### src/rtl/binary2gray_density.sv
// Sliding-window white-pixel density: rebuilds a 12-bit gray stream from a
// binarized (0/4095) pixel stream using the last WIN valid pixels of the line.
module binary2gray_density #(
  parameter int unsigned WIN      = 8,
  parameter int unsigned LOG2_WIN = 3
) (
  input  logic        iCLK,
  input  logic        iRST,
  input  logic        iDVAL,
  input  logic [11:0] iDATA,
  input  logic        iSOL,
  output logic        oDVAL,
  output logic [11:0] oDATA,
  output logic        oWIN_FULL
);

  localparam int unsigned CW    = LOG2_WIN + 1;
  localparam int unsigned SHIFT = 12 - LOG2_WIN;
  localparam int unsigned SW    = 13;

  logic [WIN-1:0] win;
  logic [CW-1:0]  count;
  logic [CW-1:0]  fill;

  logic           white;
  logic [WIN-1:0] win_next;
  logic [CW-1:0]  count_next;
  logic [CW-1:0]  fill_next;
  logic [SW-1:0]  scaled;
  logic [11:0]    gray_next;

  // Threshold compare over the full word; equivalent to testing bit 11.
  assign white = (iDATA >= 12'd2048);

  // Next window state for an accepted pixel.
  always_comb begin
    win_next   = win;
    count_next = count;
    fill_next  = fill;
    if (iSOL) begin
      win_next   = WIN'(white);
      count_next = CW'(white);
      fill_next  = CW'(1);
    end else begin
      win_next   = {win[WIN-2:0], white};
      count_next = count + CW'(white) - CW'(win[WIN-1]);
      fill_next  = (fill == CW'(WIN)) ? fill : fill + CW'(1);
    end
  end

  // A full window scales to exactly 4096, which clamps to full white.
  always_comb begin
    scaled    = SW'(count_next) << SHIFT;
    gray_next = scaled[SW-1] ? 12'hFFF : scaled[11:0];
  end

  always_ff @(posedge iCLK) begin
    if (!iRST) begin
      win       <= '0;
      count     <= '0;
      fill      <= '0;
      oDVAL     <= 1'b0;
      oDATA     <= 12'd0;
      oWIN_FULL <= 1'b0;
    end else begin
      oDVAL <= iDVAL;
      if (iDVAL) begin
        win       <= win_next;
        count     <= count_next;
        fill      <= fill_next;
        oDATA     <= gray_next;
        oWIN_FULL <= (fill_next == CW'(WIN));
      end
    end
  end

endmodule

### config.mk
export PLATFORM = sky130hd
export DESIGN_NAME = binary2gray_density
export DESIGN_NICKNAME = d
export VERILOG_FILES = /design/src/rtl/binary2gray_density.sv
export SDC_FILE = /design/constraint.sdc
export NUM_CORES = 1
export LEC_CHECK = 0
export ABC_AREA = 1
export BUFFER_PORTS_ARGS = -buffer_cell sky130_fd_sc_hd__buf_2
export CORE_MARGIN = 2
export CORE_UTILIZATION = 40
export CTS_CLUSTER_DIAMETER = 200
export CTS_CLUSTER_SIZE = 12
export DETAILED_ROUTE_END_ITERATION = 6
export SLEW_MARGIN = 40
export SYNTH_ARGS = -nofsm -noshare
export SYNTH_HDL_FRONTEND = slang
export SYNTH_SLANG_ARGS = --single-unit
export TNS_END_PERCENT = 5
### constraint.sdc
create_clock -name iCLK -period 2.9 [get_ports iCLK]
set_clock_uncertainty 0.05 [all_clocks]
set_input_delay 0.87 -clock iCLK [delete_from_list [all_inputs] [get_ports iCLK]]
set_output_delay 0.87 -clock iCLK [all_outputs]
set_load 0.01 [all_outputs]
==> flow_summary.yaml <==
timing:
  report.final.slew_viol_count: 0
  tightest_slew_ns: 0.395
  rsz0062_at_grt: "false"
  period_needed_ns: 2.30
  tns_ns: 0
  fmax_mhz: 435
  maxSlewHeadroom: 0.735
  hold_viol: 0
  finalCritPeriodShare: 0.792
  setup-violations-final: 0
job:
  maxCapViolations: 0
yosys:
  synth_top_family_by_area: "simple AND/OR/NAND/NOR gates"
  yosysSeqAreaShare: 0.414
  ys_types: 24
  netlist_area_um2: 1010
  synthCells: 120
  synth_area_leader_cell: "dfxtp_1"
  synth_top_area_share: 0.414
  synth_fp_nets: 143
  muxShareOfSynthArea: 0
  ys_seq_elements: 21
  synthXorXnorAreaFrac: 0.0173
  synth_compound_area_frac: 0.154
  synth_area_leaders: "dfxtp_1 (41%), nand2_1 (8.1%), buf_4 (7.4%)"
  syn_avg_cell_area_um2: 8.46
  synth-simple-area-share: 0.186
  yosysWarnings: 0
  synthAdderAreaFrac: 0.0937
routing:
  vias: 794
  vias_per_cell: 4.90
  drt_wl_total_mm: 1.79
  drtIter0Drc: 14
  wl_per_cell_um: 11.1
  dr.pass1.iters: 4
  drc: 0
  final_antenna_net_count: 0
setup_path:
  r2r-start: "win[7]"
  crit_chain: "buf_2, inv_1, ha_1, inv_1, ha_1, fa_1, or2_2, nand3_1, nand2_1, nand2_1, nand2_1"
  cpPeakStageDelay_ns: 0.39
  cp_common_cell: "nand2_1"
  slowest_stage: "fa_1"
  path_buf_inv: 3
  r2r_cells: 9
  worstReg2RegEnd: "oDATA[11]"
  worstSetupStartpointType: "input port"
  end_kind: "register"
  crit_required_ns: 3.06
  cp_max_fo: 3
  critPathKind: "input port to register"
  cp_top_family: "adder cells"
  regToRegSetupSlack_ns: 0.97
  worstPathArrival_ns: 2.46
min_path:
  holdCritPathClass: "register to register"
  hp-start: "oWIN_FULL"
  hold_path_end: "oWIN_FULL"
  whs_path_depth: 2
pwr:
  ir_worst_vdd_v: 0.000414
  power_leakage_nw: 0.536
  power_density_nw_per_um2: 455
floorplan:
  die_area_um2: 2960
  coreArea_um2: 2430
  start_util: 0.417
  fp.dieW_um: 54.4
  io_pins: 30
  rows: 18
  die_h_um: 54.4
cells_and_area:
  design_area_um2: 1100
  antennaDiodeCount: 0
  layout-drive-gt1-share: 0.197
  multiInputGateArea_um2: 458
  fill_cells: 250
  syn2layout_area_growth_pct: 8.38
  layout.area.seq_um2: 420
  finalNetCount: 156
clock_tree:
  clk_pin_slew_ns: 0.12
  cts_root_buf: "clkbuf_4"
  hold_buffers: 0
  insertion_delay_ns: 0.31
  cts_resized: 0
  cts-htree-levels: 1
  cts_num_sinks: 21
  post_cts_buffers: 0
  cts_buffers: 3
  ctsLongestPathBuffers: 2
  cts_tree: "done"
placement:
  gp_congestion: 0.787
  dpl_cell_area_um2: 1070
  dp_hpwl_mm: 1.37
  port_buffers: 18
global_route:
  grt_pass1_wl_mm: 3.08
  antenna_found_initial: 0
  track_usage: 0.145
  overflow: 0
  grt_pass1_vias: 728
  grt_max_degree: 14
status:
  status: "finished, final reports clean"
[flip-flops by register name (all words and copies together) (netlist names)]
register   cells
win            8
fill           4
oDATA          4
count          3
oDVAL          1
oWIN_FULL      1
[through the flow]
stage / hold WS (ns) / setup WS, ns / std cells / power [mW] / utilization
after floorplan: 0.390 / 0.465 / 120 / 0.346 / -
after global placement: 0.390 / 0.295 / 158 / 0.360 / 0.440
after detailed placement: 0.391 / 0.269 / 158 / 0.361 / 0.440
after CTS: 0.415 / 0.614 / 162 / 0.509 / 0.452
after global routing: 0.438 / 0.477 / 162 / 0.527 / 0.452
final: 0.409 / 0.603 / 162 / 0.501 / 0.452
[per-layer routing]
layer	routed length, um	GRT usage
met2	773	0.229
met5	0	0
met3	96	0.0574
met4	14	0.0250
met1	908	0.188
[synth_stat cells]
library cell	number
xor2_1	1
dfxtp_1	21
or2_2	1
nor2_1	9
a22oi_1	1
fa_1	1
nand2_1	22
o21bai_1	1
and3_1	1
o21ai_0	2
a22o_1	1
inv_2	1
o22ai_1	2
inv_1	14
buf_4	10
ha_1	6
nand4_1	3
buf_2	1
a21oi_1	5
nor2_4	1
a32o_1	7
xnor2_1	1
nand3_1	6
a211oi_1	2
[where the power goes]
group	leakage, nW	switching, mW	total, mW	internal [mW]
registers	0.171	0.00593	0.303	0.297
clock network	0.0139	0.0941	0.147	0.0527
logic	0.352	0.0325	0.0515	0.0190
total	0.536	0.132	0.501	0.368
[cell type report]
cell class	instances	area share
Timing Repair Buffer	19	0.0887
Sequential cell	21	0.382
Clock inverter	1	0.00683
Clock buffer	3	0.0205
Tap cell	30	0.0341
Multi-Input combinational cell	73	0.416
Inverter	15	0.0512
[cells by family after synthesis]
family	after synthesis
AND/OR/NAND/NOR	43
XOR/XNOR	2
AO/OA/AOI/OAI	21
adder cells (fa/ha/maj)	7
flip-flops	21
buffers and inverters	26
[worst min-delay path, stage by stage, from the launching register on]
cell	delay, ns
dfxtp_1	0.33
nand2_1	0.06
nand2_1	0.05
[worst max path at each step]
stage	slack, ns	startpoint	cells after the start	endpoint
2_1_floorplan	0.47	iDATA[11]	10	oDATA[11]
3_3_place_gp	0.29	iDATA[11]	11	oDATA[11]
3_5_place_dp	0.27	iDATA[11]	11	oDATA[11]
4_1_cts	0.61	iDATA[11]	11	oDATA[11]
5_1_grt	0.48	iDATA[11]	11	oDATA[11]
6_report	0.60	iDATA[11]	11	oDATA[11]
[placed cells by master (no fill, tap or decap), drive strengths merged]
cell / n
a211oi: 2
a21oi: 5
a22o: 1
a22oi: 1
a32o: 7
and3: 1
buf: 19
clkbuf: 3
clkinvlp: 1
dfxtp: 21
fa: 1
ha: 6
inv: 15
nand2: 22
nand3: 6
nand4: 3
nor2: 10
o21ai: 2
o21bai: 1
o22ai: 2
or2: 1
xnor2: 1
xor2: 1
(Power assumes the default switching activity.)
